===== src/rtl/lc4_phase_pkg.sv =====
// rtl/lc4_phase_pkg.sv - shared state type and width helpers for lc4_phase_gen
// Contents:
//   state_e      sequencer state (RUN, HALT)
//   clog2_min1   $clog2 clamped to a minimum of 1 bit
//   phase_width  width of the phase index (NUM_RE read phases + 1 write phase)
//   sub_width    width of the in-phase sub-counter (PHASE_LEN cycles)
package lc4_phase_pkg;

  typedef enum logic {
    ST_RUN  = 1'b0,
    ST_HALT = 1'b1
  } state_e;

  function automatic int unsigned clog2_min1(input int unsigned n);
    return (n <= 1) ? 1 : $clog2(n);
  endfunction

  function automatic int unsigned phase_width(input int unsigned num_re);
    return clog2_min1(num_re + 1);
  endfunction

  function automatic int unsigned sub_width(input int unsigned phase_len);
    return clog2_min1(phase_len);
  endfunction

endpackage


===== src/rtl/lc4_phase_counter.sv =====
// rtl/lc4_phase_counter.sv - mod-N counter with enable, clear and terminal count
// Ports:
//   clk      in   clock
//   rst      in   synchronous active-high reset
//   clr_i    in   synchronous clear to 0 (wins over en_i)
//   en_i     in   advance by one, wrapping N-1 -> 0
//   count_o  out  current count (W bits)
//   tc_o     out  count == N-1
module lc4_phase_counter #(
  parameter int unsigned N = 2,
  parameter int unsigned W = 1
) (
  input  logic         clk,
  input  logic         rst,
  input  logic         clr_i,
  input  logic         en_i,
  output logic [W-1:0] count_o,
  output logic         tc_o
);

  logic [W-1:0] cnt_q;
  logic [W-1:0] cnt_d;

  assign tc_o    = (cnt_q == W'(N - 1));
  assign count_o = cnt_q;

  always_comb begin
    cnt_d = cnt_q;
    if (clr_i) begin
      cnt_d = '0;
    end else if (en_i) begin
      cnt_d = tc_o ? '0 : cnt_q + W'(1);
    end
  end

  always_ff @(posedge clk) begin
    if (rst) begin
      cnt_q <= '0;
    end else begin
      cnt_q <= cnt_d;
    end
  end

endmodule


===== src/rtl/lc4_phase_gen.sv =====
// rtl/lc4_phase_gen.sv - LC4 read-enable / global-write-enable phase sequencer
// Optional feature macro: LC4_PHASE_STEP_EN (single-step HALT via step_mode/step_req).
// Ports:
//   clk         in   clock
//   rst         in   synchronous active-high reset
//   stall       in   freeze the sequencer, suppress gwe
//   step_mode   in   halt after every gwe (macro builds only)
//   step_req    in   leave HALT (macro builds only)
//   re          out  one-hot read enables, re[0]=i1re re[1]=i2re re[2]=dre
//   gwe         out  global write enable, one cycle per processor cycle
//   phase       out  phase index of the presented cycle
//   halted      out  sequencer is in HALT
//   insn_count  out  gwe pulses since reset, wrapping
module lc4_phase_gen
  import lc4_phase_pkg::*;
#(
  parameter int unsigned NUM_RE    = 3,
  parameter int unsigned PHASE_LEN = 1,
  parameter int unsigned WORD_SIZE = 16
) (
  input  logic                         clk,
  input  logic                         rst,
  input  logic                         stall,
  input  logic                         step_mode,
  input  logic                         step_req,
  output logic [NUM_RE-1:0]            re,
  output logic                         gwe,
  output logic [$clog2(NUM_RE+1)-1:0]  phase,
  output logic                         halted,
  output logic [WORD_SIZE-1:0]         insn_count
);

  localparam int unsigned PW = phase_width(NUM_RE);
  localparam int unsigned SW = sub_width(PHASE_LEN);

`ifdef LC4_PHASE_STEP_EN
  localparam bit STEP_EN = 1'b1;
`else
  localparam bit STEP_EN = 1'b0;
`endif

  // The two counters hold the position that the NEXT edge will present,
  // so the registered outputs are a decode of the counters. Out of reset
  // that position is phase 0 / sub 0, which makes re[0] appear one cycle
  // after release with no extra start-up flag.
  logic [SW-1:0] sub_cnt;
  logic          sub_tc;
  logic [PW-1:0] ph_cnt;
  logic          ph_tc;
  logic          adv;
  logic          pos_clr;

  state_e                state_q,  state_d;
  logic [NUM_RE-1:0]     re_q,     re_d;
  logic                  gwe_q,    gwe_d;
  logic [PW-1:0]         phase_q,  phase_d;
  logic                  halted_q, halted_d;
  logic [WORD_SIZE-1:0]  count_q,  count_d;

  lc4_phase_counter #(
    .N (PHASE_LEN),
    .W (SW)
  ) u_sub (
    .clk     (clk),
    .rst     (rst),
    .clr_i   (pos_clr),
    .en_i    (adv),
    .count_o (sub_cnt),
    .tc_o    (sub_tc)
  );

  lc4_phase_counter #(
    .N (NUM_RE + 1),
    .W (PW)
  ) u_phase (
    .clk     (clk),
    .rst     (rst),
    .clr_i   (pos_clr),
    .en_i    (adv & sub_tc),
    .count_o (ph_cnt),
    .tc_o    (ph_tc)
  );

  always_comb begin
    state_d  = state_q;
    re_d     = '0;
    gwe_d    = 1'b0;
    phase_d  = '0;
    halted_d = 1'b0;
    adv      = 1'b0;
    pos_clr  = 1'b0;
    // A presented gwe counts on the edge that ends it; stall cannot
    // retract a pulse that has already been driven.
    count_d  = count_q + WORD_SIZE'(gwe_q);

    unique case (state_q)
      ST_RUN: begin
        if (STEP_EN && gwe_q && step_mode) begin
          state_d  = ST_HALT;
          halted_d = 1'b1;
          pos_clr  = 1'b1;
        end else begin
          phase_d = ph_cnt;
          re_d    = ph_tc ? '0 : (NUM_RE'(1) << ph_cnt);
          // Under stall the same position is presented with gwe masked and
          // the counters do not move, so the position is re-presented live
          // once stall drops.
          gwe_d   = ph_tc && sub_tc && !stall;
          adv     = !stall;
        end
      end
      ST_HALT: begin
        pos_clr  = 1'b1;
        halted_d = 1'b1;
        if (step_req) begin
          state_d  = ST_RUN;
          halted_d = 1'b0;
        end
      end
      default: begin
        state_d = ST_RUN;
        pos_clr = 1'b1;
      end
    endcase
  end

  always_ff @(posedge clk) begin
    if (rst) begin
      state_q  <= ST_RUN;
      re_q     <= '0;
      gwe_q    <= 1'b0;
      phase_q  <= '0;
      halted_q <= 1'b0;
      count_q  <= '0;
    end else begin
      state_q  <= state_d;
      re_q     <= re_d;
      gwe_q    <= gwe_d;
      phase_q  <= phase_d;
      halted_q <= halted_d;
      count_q  <= count_d;
    end
  end

  assign re         = re_q;
  assign gwe        = gwe_q;
  assign phase      = phase_q;
  assign halted     = halted_q;
  assign insn_count = count_q;

endmodule


===== config.mk =====
export PLATFORM = sky130hd
export DESIGN_NAME = lc4_phase_gen
export DESIGN_NICKNAME = d
export VERILOG_FILES = /design/src/rtl/lc4_phase_pkg.sv /design/src/rtl/lc4_phase_counter.sv /design/src/rtl/lc4_phase_gen.sv
export SDC_FILE = /design/constraint.sdc
export NUM_CORES = 1
export LEC_CHECK = 0
export CORE_UTILIZATION = 46
export DETAILED_ROUTE_END_ITERATION = 6
export PLACE_DENSITY_LB_ADDON = 0.25
export SYNTH_ARGS = -nofsm -noshare
export SYNTH_HDL_FRONTEND = slang
export SYNTH_SLANG_ARGS = --single-unit

===== constraint.sdc =====
create_clock -name clk -period 1.9 [get_ports clk]
set_input_delay 0.38 -clock clk [delete_from_list [all_inputs] [get_ports clk]]
set_output_delay 0.38 -clock clk [all_outputs]
set_load 0.01 [all_outputs]

After elaboration in Yosys (flattened, before gate mapping) --
Cells that the tools add are included.
Word-level totals: register bits 26, input port bits 5, output and inout bits 23, logic and storage cells 27
Operators by class: $add $sub $neg 3, equal/unequal tests 1, shift operators 1, muxes and demuxes 5, bitwise operators 3, reductions and logical operators 7
Operators by type and width (count):
- $add A16 B1 Y16 | 1
- $reduce_or A2 Y1 | 3
- $mux W1 | 4
- $reduce_or A3 Y1 | 1
- $shl A1 B2 Y3 const A | 1
- $add A2 B1 Y2 const B | 1
- $eq A2 B2 Y1 const B | 1
- $logic_and A1 B1 Y1 | 2
- $mux W2 | 1
- $not A1 Y1 | 2
- $add A1 B1 Y1 const B | 1
- $and A1 B1 Y1 | 1
- $logic_not A1 Y1 | 1

Depth between registers and ports, before layout --
Gate-level depths: netlist of the first run.
depth in word-level cells 3, gate-level depth with buffers 5, depth with buffers taken out 5

Hierarchy --
Synthesis of the first run repeated with hierarchy kept, for this count alone.
Second synthesis, totals: cell total of the unflattened synthesis 109, area total of the unflattened synthesis 1069.8 um2
By module, submodules not included:
- lc4_phase_gen | times used 1, cells an instance 97, area each 952.2 um2
- lc4_phase_counter at u_phase | times used 1, cells an instance 8, area each 95.1 um2
- lc4_phase_counter at u_sub | times used 1, cells an instance 4, area each 22.5 um2

Least setup slack after synthesis of the first run --
Ideal clock, no wire load.
path kind register -> register, from register gwe_q, in the netlist gwe, to register count_q[14], in the netlist insn_count[14], setup time 121 ps, arrival 1592 ps, required time 1779 ps, path slack 187 ps, cell stages (with the launch flop) 6, buffers on the path 0, period minus slack after synthesis 1713 ps, cell sequence dfxtp_1 > ha_1 > ha_1 > nand4_1 > nor4_1 > mux2_2
Between the ends: longest elaborated chain between the ends 1
RTL lines:
- start: declaration | line lc4_phase_gen.sv:55 | logic gwe_q, gwe_d;
- start signal: assignment | line lc4_phase_gen.sv:138 | gwe_q <= gwe_d;
- $add A16 B1 Y16 | line lc4_phase_gen.sv:94 | count_d = count_q + WORD_SIZE'(gwe_q);
- end signal: assignment | line lc4_phase_gen.sv:141 | count_q <= count_d;
- end: declaration | line lc4_phase_gen.sv:58 | logic [WORD_SIZE-1:0] count_q, count_d;
Every way passes these cells. A chain may end at the register's enable or synchronous reset.

Final worst setup path of the first run --
from register count_q[0], in the netlist insn_count[0], to register count_q[10], in the netlist insn_count[10]
Between the ends: longest elaborated chain between the ends 1
RTL lines (line):
- $add A16 B1 Y16 | lc4_phase_gen.sv:94
Every way passes these cells.

==> results of run 1 <==
==> final cells by class <==
cell class,instances,area [sq um]
fill,163,657
sequential,25,500
multi-input combinational,75,495
timing repair buffer,30,290
tap,27,33.8
clock buffer,4,26.3
inverter,5,18.8
==> critical path, stage by stage, from the launching register on <==
cell	delay, ns
dfxtp_1	0.39
ha_1	0.19
ha_1	0.21
nand4_1	0.15
buf_4	0.19
or4_1	0.39
a21oi_1	0.15
==> power groups by stage <==
stage | Combinational, W | Clock, W | Sequential [W]
detailed placement | 0.0000510 | 0 | 0.000552
finish | 0.0000505 | 0.000225 | 0.000540
CTS | 0.0000513 | 0.000231 | 0.000540
global placement | 0.0000495 | 0 | 0.000551
global route | 0.0000561 | 0.000260 | 0.000542
floorplan | 0.0000202 | 0 | 0.000554
==> stage by stage <==
step | std cells | setup WS [ns] | hold slack (ns) | area [sq um] | total power (W)
finish | 166 | 0.163 | 0.517 | 1370 | 0.000816
floorplan | 107 | 0.187 | 0.456 | 1020 | 0.000574
CTS | 166 | 0.159 | 0.512 | 1370 | 0.000823
global placement | 162 | 0.246 | 0.474 | 1340 | 0.000601
global route | 166 | 0.0714 | 0.534 | 1370 | 0.000858
detailed placement | 162 | 0.197 | 0.493 | 1340 | 0.000603
==> cell usage after synthesis (all sizes together) <==
| cell | n | share of area (%) |
|---|---|---|
| nand2 | 2 | 0.73 |
| clkbuf | 2 | 0.73 |
| o31ai | 3 | 2.2 |
| nor4 | 6 | 3.7 |
| dfxtp | 25 | 49 |
| inv | 5 | 1.8 |
| xor2 | 2 | 1.7 |
| nand3 | 5 | 2.4 |
| a21oi | 7 | 3.4 |
| or2 | 1 | 0.61 |
| mux2 | 5 | 5.5 |
| nand4 | 4 | 3.1 |
| nor2b | 6 | 3.7 |
| or4 | 3 | 2.2 |
| nor4b | 1 | 0.86 |
| xnor2 | 1 | 0.86 |
| nor2 | 12 | 4.4 |
| and2 | 2 | 1.2 |
| o21ai | 3 | 1.5 |
| nor3b | 3 | 2.2 |
| or3 | 3 | 1.8 |
| nor3 | 1 | 0.49 |
| mux2i | 1 | 0.98 |
| ha | 4 | 4.9 |
==> layer usage <==
layer,up-vias,GRT usage (%)
li1,446,-
met1,403,23.4
met2,17,29.0
met3,5,3.74
met4,0,7.35
met5,-,0
==> cells by family after synthesis <==
family	count (synthesis)	share of synthesized area (%)
AOI/OAI and AO/OA	13	7.10
xor gates and xnor gates	3	2.57
adders and majority gates	4	4.90
buffers and inverters	7	2.57
DFF	25	49.0
muxes	6	6.49
and+or+nand+nor	49	27.4
==> worst max-delay path by stage <==
| stage | from | to | slack, ns | cells past startpoint |
|---|---|---|---|---|
| 3_5_place_dp | gwe$_SDFF_PP0_ | insn_count[10]$_SDFF_PP0_ | 0.20 | 6 |
| 2_1_floorplan | gwe$_SDFF_PP0_ | insn_count[14]$_SDFF_PP0_ | 0.19 | 5 |
| 6_report | insn_count[0]$_SDFF_PP0_ | insn_count[10]$_SDFF_PP0_ | 0.16 | 6 |
| 4_1_cts | insn_count[0]$_SDFF_PP0_ | insn_count[10]$_SDFF_PP0_ | 0.16 | 6 |
| 3_3_place_gp | rst | insn_count[9]$_SDFF_PP0_ | 0.25 | 4 |
| 5_1_grt | insn_count[0]$_SDFF_PP0_ | insn_count[10]$_SDFF_PP0_ | 0.07 | 6 |
==> registers in the layout, summed over array words and instances, names as in the netlist <==
signal / flops
insn_count: 16
re: 3
phase: 2
u_phase.count_o: 2
gwe: 1
halted: 1
==> cell usage in the layout, fill, tap and decap left out <==
cell and instances:
clkdlybuf4s50_1 26, dfxtp_1 25, nor2_1 12, a21oi_1 7, nor4_1 6, nor2b_1 6
inv_1 5, mux2_2 5, nand3_1 5, ha_1 4, buf_4 4, nor3b_1 3
nand4_1 3, o31ai_1 3, or4_1 3, o21ai_0 3, or3_1 3, clkbuf_4 3
and2_1 2, nand2_1 2, xor2_1 2, or2_2 1, nor3_1 1, nand4_2 1
nor4b_1 1, mux2i_1 1, xnor2_1 1, clkbuf_1 1
==> impl_metrics.ini, run 1 <==
[run_status]
status = complete, no violations

[timing]
fin_crit_sh_pct = 91.4
rsz0062_at_grt = no
finClkSkew_ns = 0.00439
fin_crit_ns = 1.74
drv_slew = 0
setup_violations = 0
finalSetupTns_ns = 0
tightest_slew_ns = 0.305
relSlewSlack_pct = 79.5
fmax_ghz = 0.576
finalHoldViolCount = 0

[worst_hold_path]
min_delay_path_depth = 2
min_to = insn_count[12]$_SDFF_PP0_
hp-class = flip-flop to flip-flop
worstHoldStart = insn_count[12]$_SDFF_PP0_

[layout]
antenna_cells = 0
utilization_pct = 67.5
area_growth_syn_to_layout_pct = 33.5
drive_gt1_share_pct = 10.1
nets = 149

[synth]
syn_inst = 107
ys_seq_elements = 25
yosysWarningCount = 0
seq_area_frac_synth_pct = 49.0
ys_types = 25
syn_nets = 116
syn-cell-area_sq_um = 1020
postSynthAreaPerCell_sq_um = 9.55

[pwr]
leakage_nw = 0.496
switching_power_w = 0.000173
switching_share_pct = 21.2
internal_power_w = 0.000643
clkPwrFrac_pct = 27.6
p_comb_share_pct = 6.2
ir_drop_mv = 0.368
power_frac_seq_pct = 66.2
p_per_area_nw_per_um2 = 598

[die]
die_h_um = 49.1
initial_core_util_pct = 50.6
die_w_um = 49.1
core-area_sq_um = 2020
ios = 28
dieArea_sq_um = 2410
row_count = 16

[grt]
antenna_found_initial = 0
grt_pass1_wl_um = 3350
grt_remaining_overflow = 0
track_usage_pct = 18.1
grt_pass1_vias = 774
grt_max_degree = 14

[critical_path]
ff2ff_setup_slack_ns = 0.16
arrival_ns = 1.98
path_class = flip-flop to flip-flop
start_kind = flip-flop
rr_worst_depth = 6
r2r_start = insn_count[0]$_SDFF_PP0_
required_ns = 2.15
worstPathMaxFanout = 8
timing.rr.end = insn_count[10]$_SDFF_PP0_
cp-end-kind = flip-flop

[clocking]
numCtsBuffers = 3
cts_setup_buffers = 0
clock-root-buffer = clkbuf_4
cts_tree = done
cts_hold_buf = 0
ctsHtreeMaxLevel = 1
clkLatencyLatePin_ns = 0.31
clock_path_buffers = 2
cts.clk_slew.worst_paths_ns = 0.12
post_cts_resize_count = 0
cts_sinks = 25

[route]
ant_nets = 0
first_pass_iters = 4
met2_length_um = 901
top_layer_used = met4
via_per_inst = 5.25
route.detailed.drc = 0
dr_wl_met3_um = 63
vias = 871
drtIter0Drc = 9
drt_wl_total_um = 1970
m1WireLength_um = 977
post_drt_wl_per_cell_um = 11.9

[placed_design]
place.gp.congestion = 0.792
port_buffers = 26
dp_hpwl_um = 1490

[job]
cap_viol_max_count = 0
(Power assumes the default switching activity.)
==> run 2: changes to the inputs <==
--- a/config.mk
+++ b/config.mk
@@ -6,4 +6,5 @@
 export NUM_CORES = 1
 export LEC_CHECK = 0
+export CORE_MARGIN = 5
 export CORE_UTILIZATION = 46
 export DETAILED_ROUTE_END_ITERATION = 6
==> constraint.sdc (replaced) <==
create_clock -name clk -period 1.9 [get_ports clk]
set_input_delay 0.38 -clock clk [delete_from_list [all_inputs] [get_ports clk]]
set_output_delay 0.38 -clock clk [all_outputs]
set_load 0.005 [all_outputs]
==> run 2 against run 1 <==
- global-route usage is 4.1 points lower
- critical path depth stayed put
- cell area hardly changed
- critical endpoint unchanged
- largest cell class unchanged
- largest power group unchanged
==> impl_metrics.ini, run 2 (same netlist as run 1, synthesis figures left out) <==
[layout]
regArea_sq_um = 500
area_growth_syn_to_layout_pct = 33.7
nets = 149
n_fill_cell = 195
antenna_cells = 0
layout_common_cells = 26 x clkdlybuf4s50_1, 25 x dfxtp_1, 12 x nor2_1
largest_register_ff_count = 16
multiInputGateArea_sq_um = 495
utilization_pct = 63.0
final_common_cell = clkdlybuf4s50_1
drive_gt1_share_pct = 10.1

[clocking]
post_cts_resize_count = 0
clock_path_buffers = 2
numCtsBuffers = 3
cts_sinks = 25
cts.clk_slew.worst_paths_ns = 0.12
clkLatencyLatePin_ns = 0.31
ctsHtreeMaxLevel = 1
cts_tree = done
cts_hold_buf = 0
clock-root-buffer = clkbuf_4
cts_setup_buffers = 0

[critical_path]
required_ns = 2.16
critical_path.cell_chain = ha_1 -> ha_1 -> nand4_1 -> buf_4 -> or4_1 -> a21oi_1
cpPeakStageDelay_ns = 0.41
cp-end-kind = flip-flop
timing.rr.end = insn_count[10]$_SDFF_PP0_
rr_worst_depth = 6
path_class = flip-flop to flip-flop
start_kind = flip-flop
r2r_start = gwe$_SDFF_PP0_
arrival_ns = 1.98
worstSetupStartpoint = gwe$_SDFF_PP0_
crit_top_cell = ha_1
worstPathMaxFanout = 8
slowest_stage = or4_1
ff2ff_setup_slack_ns = 0.18
setup.worst_path.end = insn_count[10]$_SDFF_PP0_

[route]
ant_nets = 0
drtIter0Drc = 12
drt_wl_total_um = 2040
via_per_inst = 5.18
route.detailed.drc = 0
first_pass_iters = 4
vias = 865
post_drt_wl_per_cell_um = 12.2

[die]
ios = 28
row_count = 17
dieArea_sq_um = 3260
die_w_um = 57.1
initial_core_util_pct = 47.1
core-area_sq_um = 2170
die_h_um = 57.1

[timing]
setup_violations = 0
relSlewSlack_pct = 79.7
rsz0062_at_grt = no
finalSetupTns_ns = 0
tightest_slew_ns = 0.302
finalHoldViolCount = 0
fin_crit_sh_pct = 90.6
drv_slew = 0
finClkSkew_ns = 0.00340
fin_crit_ns = 1.72
fmax_ghz = 0.581

[grt]
track_usage_pct = 13.9
grt_pass1_vias = 888
grt_pass1_wl_um = 3740
antenna_found_initial = 0
grt_max_degree = 17
grt_remaining_overflow = 0

[pwr]
switching_power_w = 0.000178
p_per_area_nw_per_um2 = 601
p_comb_share_pct = 6.0
clkPwrFrac_pct = 28.3
switching_share_pct = 21.7
power_frac_seq_pct = 65.8
leakage_nw = 0.496
ir_drop_mv = 0.405
internal_power_w = 0.000644

[placed_design]
dp_hpwl_um = 1550
place.gp.congestion = 0.690
port_buffers = 26

[job]
cap_viol_max_count = 0

[run_status]
status = complete, no violations

[worst_hold_path]
hp-class = flip-flop to flip-flop
==> run 2: final cells by class <==
cell class / count / area share, %
clock buffers: 4 / 1.92
flip-flops and latches: 25 / 36.6
repair buffers: 30 / 21.2
inverters: 5 / 1.37
multi-input cells: 75 / 36.3
well taps: 28 / 2.56
==> run 2: metal layers <==
metal	wire (um)	part of all wire (%)	vias to the layer above	track usage, %
li1	-	-	446	-
met1	907	44	399	15.9
met2	988	48	16	25.4
met3	113	5.5	4	2.94
met4	33	1.6	0	4.97
met5	0	0	-	0
==> run 2: worst min path at each step <==
stage / end / cells after the start / slack [ns] / from
after floorplan: halted$_SDFF_PP0_ / 1 / 0.46 / step_req
after global placement: insn_count[12]$_SDFF_PP0_ / 2 / 0.48 / insn_count[12]$_SDFF_PP0_
after detailed placement: halted$_SDFF_PP0_ / 1 / 0.50 / halted$_SDFF_PP0_
after CTS: halted$_SDFF_PP0_ / 1 / 0.52 / halted$_SDFF_PP0_
after global routing: halted$_SDFF_PP0_ / 1 / 0.54 / halted$_SDFF_PP0_
final: halted$_SDFF_PP0_ / 1 / 0.52 / halted$_SDFF_PP0_
==> run 2: worst max-delay path, delay by kind of cell, from the launching register on <==
kind | cells | cell delay [ns]
AND/OR/NAND/NOR | 2 | 0.56
flip-flops | 1 | 0.39
adder cells (fa/ha/maj) | 2 | 0.39
buffers and inverters | 1 | 0.19
AO/OA/AOI/OAI | 1 | 0.15
==> run 2: metrics by stage <==
stage          hold slack (ns)  cells  instance area (sq um)  total power [W]  setup WS, ns
4_1_cts                  0.517    167                   1370         0.000832         0.163
5_1_grt                  0.540    167                   1370         0.000858        0.0253
3_3_place_gp             0.483    163                   1340         0.000599         0.256
6_report                 0.518    167                   1370         0.000822         0.179
2_1_floorplan            0.456    107                   1020         0.000572         0.233
3_5_place_dp             0.498    163                   1340         0.000601         0.206
==> run 2: power groups by stage <==
stage / clock network (W) / logic, W / registers (W)
global route: 0.000262 / 0.0000543 / 0.000542
finish: 0.000232 / 0.0000490 / 0.000540
CTS: 0.000242 / 0.0000496 / 0.000540
global placement: 0 / 0.0000474 / 0.000551
floorplan: 0 / 0.0000202 / 0.000552
detailed placement: 0 / 0.0000493 / 0.000552
==> run 3: changes to the inputs <==
- SETUP_SLACK_MARGIN: not set -> 0.3
==> run 3 against run 2 <==
- wire length grew 14%
- critical path depth did not move
- sequential power decreased by 3%
- non-clock buffer count grew 12
- clock skew shrank 0.0019 ns
- worst setup slack improved by 0.14 ns
- final cell count up 7.2%
- core utilization grew 10 points
- clock-buffer cell count stayed put
- cell area grew 16%
- combinational power barely moved
- critical endpoint is now insn_count[12]$_SDFF_PP0_
==> impl_metrics.ini, run 3 (same netlist as run 1, synthesis figures left out) <==
[grt]
grt_pass1_vias = 870
grt_max_degree = 14
antenna_found_initial = 0
track_usage_pct = 13.6
grt_remaining_overflow = 0
grt_pass1_wl_um = 3660

[clocking]
cts.clk_slew.worst_paths_ns = 0.13
clock_path_buffers = 2
clkLatencyLatePin_ns = 0.30
cts_tree = done
cts_hold_buf = 0
ctsHtreeMaxLevel = 1
clock-root-buffer = clkbuf_4
numCtsBuffers = 3
cts_sinks = 25

[die]
row_count = 17
ios = 28
dieArea_sq_um = 3260
die_w_um = 57.1
initial_core_util_pct = 47.1
core-area_sq_um = 2170
die_h_um = 57.1

[critical_path]
arrival_ns = 1.83
cp-end-kind = flip-flop
path_class = flip-flop to flip-flop
setup.worst_path.end = insn_count[12]$_SDFF_PP0_
rr_worst_depth = 6
cp_num_cells = 6
r2r_start = insn_count[0]$_SDFF_PP0_
crit_family = simple AND/OR/NAND/NOR gates
ff2ff_setup_slack_ns = 0.32
worstSetupStartpoint = insn_count[0]$_SDFF_PP0_
cpPeakStageDelay_ns = 0.41
worstPathMaxFanout = 8
path_buf_inv = 1
start_kind = flip-flop
critical_path.cell_chain = ha_4 -> ha_4 -> nand4_1 -> buf_6 -> or4_4 -> a21oi_2
timing.rr.end = insn_count[12]$_SDFF_PP0_
slowest_stage = or4_4
crit_top_cell = ha_4
required_ns = 2.15

[pwr]
ir_drop_mv = 0.395
p_per_area_nw_per_um2 = 509
leakage_nw = 0.739

[placed_design]
placed_area_sq_um = 1360
placedCellCount = 162
port_buffers = 26
place.gp.congestion = 0.696
dp_hpwl_um = 1560

[timing]
hold_ws_ns = 0.504
fin_crit_ns = 1.58
rsz0062_at_grt = yes
relSlewSlack_pct = 79.4
fmax_ghz = 0.632
fin_crit_sh_pct = 83.3
finalHoldViolCount = 0
finalSetupTns_ns = 0
tightest_slew_ns = 0.306
finClkSkew_ns = 0.00154
setup_violations = 0
drv_slew = 0

[layout]
antenna_cells = 0
drive_gt1_share_pct = 34.4
nets = 161
largest_register_ff_count = 16
layout_common_cells = 17 x clkdlybuf4s50_1, 15 x buf_4, 12 x nor2_1
utilization_pct = 73.0
finalInstanceArea_sq_um = 1580
layout.cells.non_filler = 179
area_growth_syn_to_layout_pct = 54.8
final_common_cell = clkdlybuf4s50_1
n_fill_cell = 149

[route]
post_drt_wl_per_cell_um = 13.1
top_layer_used = met4
via_per_inst = 5.26
met2_length_um = 1140
vias = 942
drt_wl_total_um = 2340
route.detailed.drc = 0
ant_nets = 0
drtIter0Drc = 22
m1WireLength_um = 1060
first_pass_iters = 4
dr_wl_met3_um = 120

[run_status]
status = complete, no violations

[worst_hold_path]
hp-class = flip-flop to flip-flop

[job]
cap_viol_max_count = 0
run 3: final cells by class:
cell class	count	area [sq um]	area share (%)
Sequential cell	25	548	34.6
Multi-Input combinational cell	75	548	34.6
Timing Repair Buffer	42	407	25.7
Tap cell	28	35.0	2.21
Clock buffer	4	26.3	1.66
Inverter	5	18.8	1.19
run 3: routing by layer:
metal / up-vias / GRT usage, %
li1: 473 / -
met1: 443 / 16.4
met2: 22 / 24.5
met3: 4 / 2.94
met4: 0 / 3.64
met5: - / 0
run 3: how the worst min path moves through the flow:
stage | from | end | slack [ns] | depth (start not counted)
2_1_floorplan | stall | gwe$_SDFF_PP0_ | 0.45 | 1
5_1_grt | halted$_SDFF_PP0_ | halted$_SDFF_PP0_ | 0.52 | 1
4_1_cts | insn_count[7]$_SDFF_PP0_ | insn_count[7]$_SDFF_PP0_ | 0.50 | 2
6_report | halted$_SDFF_PP0_ | halted$_SDFF_PP0_ | 0.50 | 1
3_3_place_gp | insn_count[12]$_SDFF_PP0_ | insn_count[12]$_SDFF_PP0_ | 0.48 | 2
3_5_place_dp | insn_count[12]$_SDFF_PP0_ | insn_count[12]$_SDFF_PP0_ | 0.50 | 2
run 3: repair_timing:
item                                    in CTS  in global routing
pin swaps                                    1                  5
resized for setup                           16                 26
buffers inserted                             2                 11
endpoints found under the setup margin      16                 22
run 3: metrics by stage:
stage / power [W] / worst slack [ns]
detailed placement: 0.000601 / 0.290
global placement: 0.000599 / 0.318
floorplan: 0.000572 / 0.284
global route: 0.000842 / 0.263
CTS: 0.000819 / 0.275
finish: 0.000805 / 0.317
run 3: worst reg2reg max path: cells and delay by family, from the launching register on:
kind | cells | cell delay, ns
AND/OR/NAND/NOR | 2 | 0.55
flip-flops | 1 | 0.39
adder cells (fa/ha/maj) | 2 | 0.27
buffers and inverters | 1 | 0.18
AO/OA/AOI/OAI | 1 | 0.13
run 3: power breakdown:
part / total, W / switching (W) / internal [W] / leakage (nW)
Combinational: 0.0000491 / 0.0000214 / 0.0000277 / 0.509
Sequential: 0.000526 / 0.00000637 / 0.000519 / 0.215
Clock: 0.000230 / 0.000148 / 0.0000818 / 0.0150
==> RTL change: new RTL, config.mk and constraints of run 3 <==
Add an input register stage for `step_mode`; this delays it by one clock. The other inputs are not delayed to match.
--- a/src/rtl/lc4_phase_gen.sv
+++ b/src/rtl/lc4_phase_gen.sv
@@ -32,6 +32,12 @@
 
   localparam int unsigned PW = phase_width(NUM_RE);
   localparam int unsigned SW = sub_width(PHASE_LEN);
+
+  logic step_mode_q;
+
+  always_ff @(posedge clk) begin
+    step_mode_q <= step_mode;
+  end
 
 `ifdef LC4_PHASE_STEP_EN
   localparam bit STEP_EN = 1'b1;
@@ -95,7 +101,7 @@
 
     unique case (state_q)
       ST_RUN: begin
-        if (STEP_EN && gwe_q && step_mode) begin
+        if (STEP_EN && gwe_q && step_mode_q) begin
           state_d  = ST_HALT;
           halted_d = 1'b1;
           pos_clr  = 1'b1;
Behaviour: unchanged (Yosys induction, for registers that start in step).
==> RTL change against run 3 <==
Synthesized area up 2.2%. Clock skew grew 5.5 ps. Sequential cell count is the same. Hold slack lost 9.8 ps. Setup slack better by 12 ps. Non-clock buffer count increased by 4. Final area grew 1.3%. Power rose by 0.97%. Wire length grew 10%. Critical path type is now reg2out. Critical endpoint is now insn_count[15]. Largest power group unchanged.
==> RTL change: results (changes against run 3) <==
Status
  • Status: finished, final reports clean

Setup path
  • Worst EP arrival: 1190 ps (-640 ps)
  • CP max FO: 3 (-5)
  • Crit-path max cell delay: 510 ps (+100 ps)
  • Delay-heaviest family, CP: buffers and inverters
  • Crit path max-delay cell type: clkdlybuf4s50_1

Detailed routing
  • Vias/cell: 5.28 (+0.34%)
  • Met1 WL: 1.16 mm (+9.2%)
  • Iteration-0 DRC Markers: 31 (+41%)
  • Met2 wire length: 1.28 mm (+13%)
  • DRT Pass-1 Iters: 4 (unchanged)
  • Via count: 961 (+2.0%)
  • Drt total wl: 2.58 mm (+10%)

Yosys
  • Most instantiated cells after synthesis: dfxtp_1 (25), nor2_1 (11), a21oi_1 (8)
  • Most area-consuming cells after synthesis: dfxtp_1 (48%), ha_1 (4.8%), mux2_1 (4.3%), nand4_4 (4.1%), nor2_1 (4.0%)
  • Mux share of post-synthesis cell area: 0.0527 (-0.0122)
  • Yosys cell types: 27 (+8.0%)
  • Seq/Total Area, Yosys: 0.479 (-0.0106)
  • Area share of fa/ha/maj cells after synthesis: 0.0479 (-0.00106)
  • Instance count of the mapped netlist: 106 (-0.93%)
  • Synth Area in Compound Gates: 0.0814 (+0.0104)
  • XOR/XNOR share of the synthesized area: 0.0251 (-0.000554)
  • Syn nets: 115 (-0.86%)

Power and ir drop
  • Sequential logic power: 0.525 mW (about the same)
  • Power Combinational: 0.0473 mW (-4%)
  • Net Sw Frac: 0.231 (+0.0129)
  • Cell leakage power: 0.744 nW (+0.69%)
  • VDD IR max: 0.000555 V (+40%)
  • Reg power frac: 0.646 (-0.007)

Place
  • Place WS: 156 ps (-134 ps)
  • Post-DP Area: 1350 sq um (-0.55%)
  • DP HPWL: 1.60 mm (+2.6%)
  • GPL Wtd Cong: 0.713 (+2.4%)
  • Placed Instances: 160 (-1.2%)

Global routing
  • Largest net degree at the start of global routing: 16 (+2)
  • Vias in the first global route: 933 (+7.2%)
  • Met3 Use GR: 0.0379 (+0.00845)
  • Total GRT Usage: 0.156 (+0.0191)
  • Wire length of the first global-routing pass: 4.01 mm (+9.4%)
  • GR Util met2: 0.273 (+0.0279)
  • M1 GR Usage: 0.168 (+0.00414)

Timing
  • Skew final: 7.04 ps (+5.50 ps)

Clock network
  • Skew-Pair Late Insertion Delay: 330 ps (+30 ps)

Finish
  • Layout cells sized above 1: 0.312 (-0.0327)
==> RTL change: cell count changes in the layout (fill, tap and decap cells not counted), sizes merged, moves of 2 or more <==
cell | run 3 | this run
buf | 16 | 20
dlygate4sd2 | 0 | 2
clkinv | 0 | 3
dlymetal6s2s | 9 | 6
inv | 5 | 3
==> RTL change: cell type report <==
type,count,area [sq um]
fill,156,588
sequential,25,549
multi-input combinational,74,549
timing repair buffer,46,423
tap,28,35.0
clock buffer,3,22.5
inverter,5,18.8
clock inverter,1,5.00
==> RTL change: worst paths after layout <==
path                  start        endpoint  slack, ps  depth (start not counted)
max          insn_count[15]  insn_count[15]        330                          1
min                  halted          halted        490                          1
max reg2reg             gwe  insn_count[12]        350                          5
min reg2reg          halted          halted        490                          1
==> RTL change: timing repair <==
action,in CTS,in global routing
buffers inserted,11,7
hold buffers,0,0
gates resized for setup,32,7
endpoints found under the setup margin,21,17
pin swaps,0,1
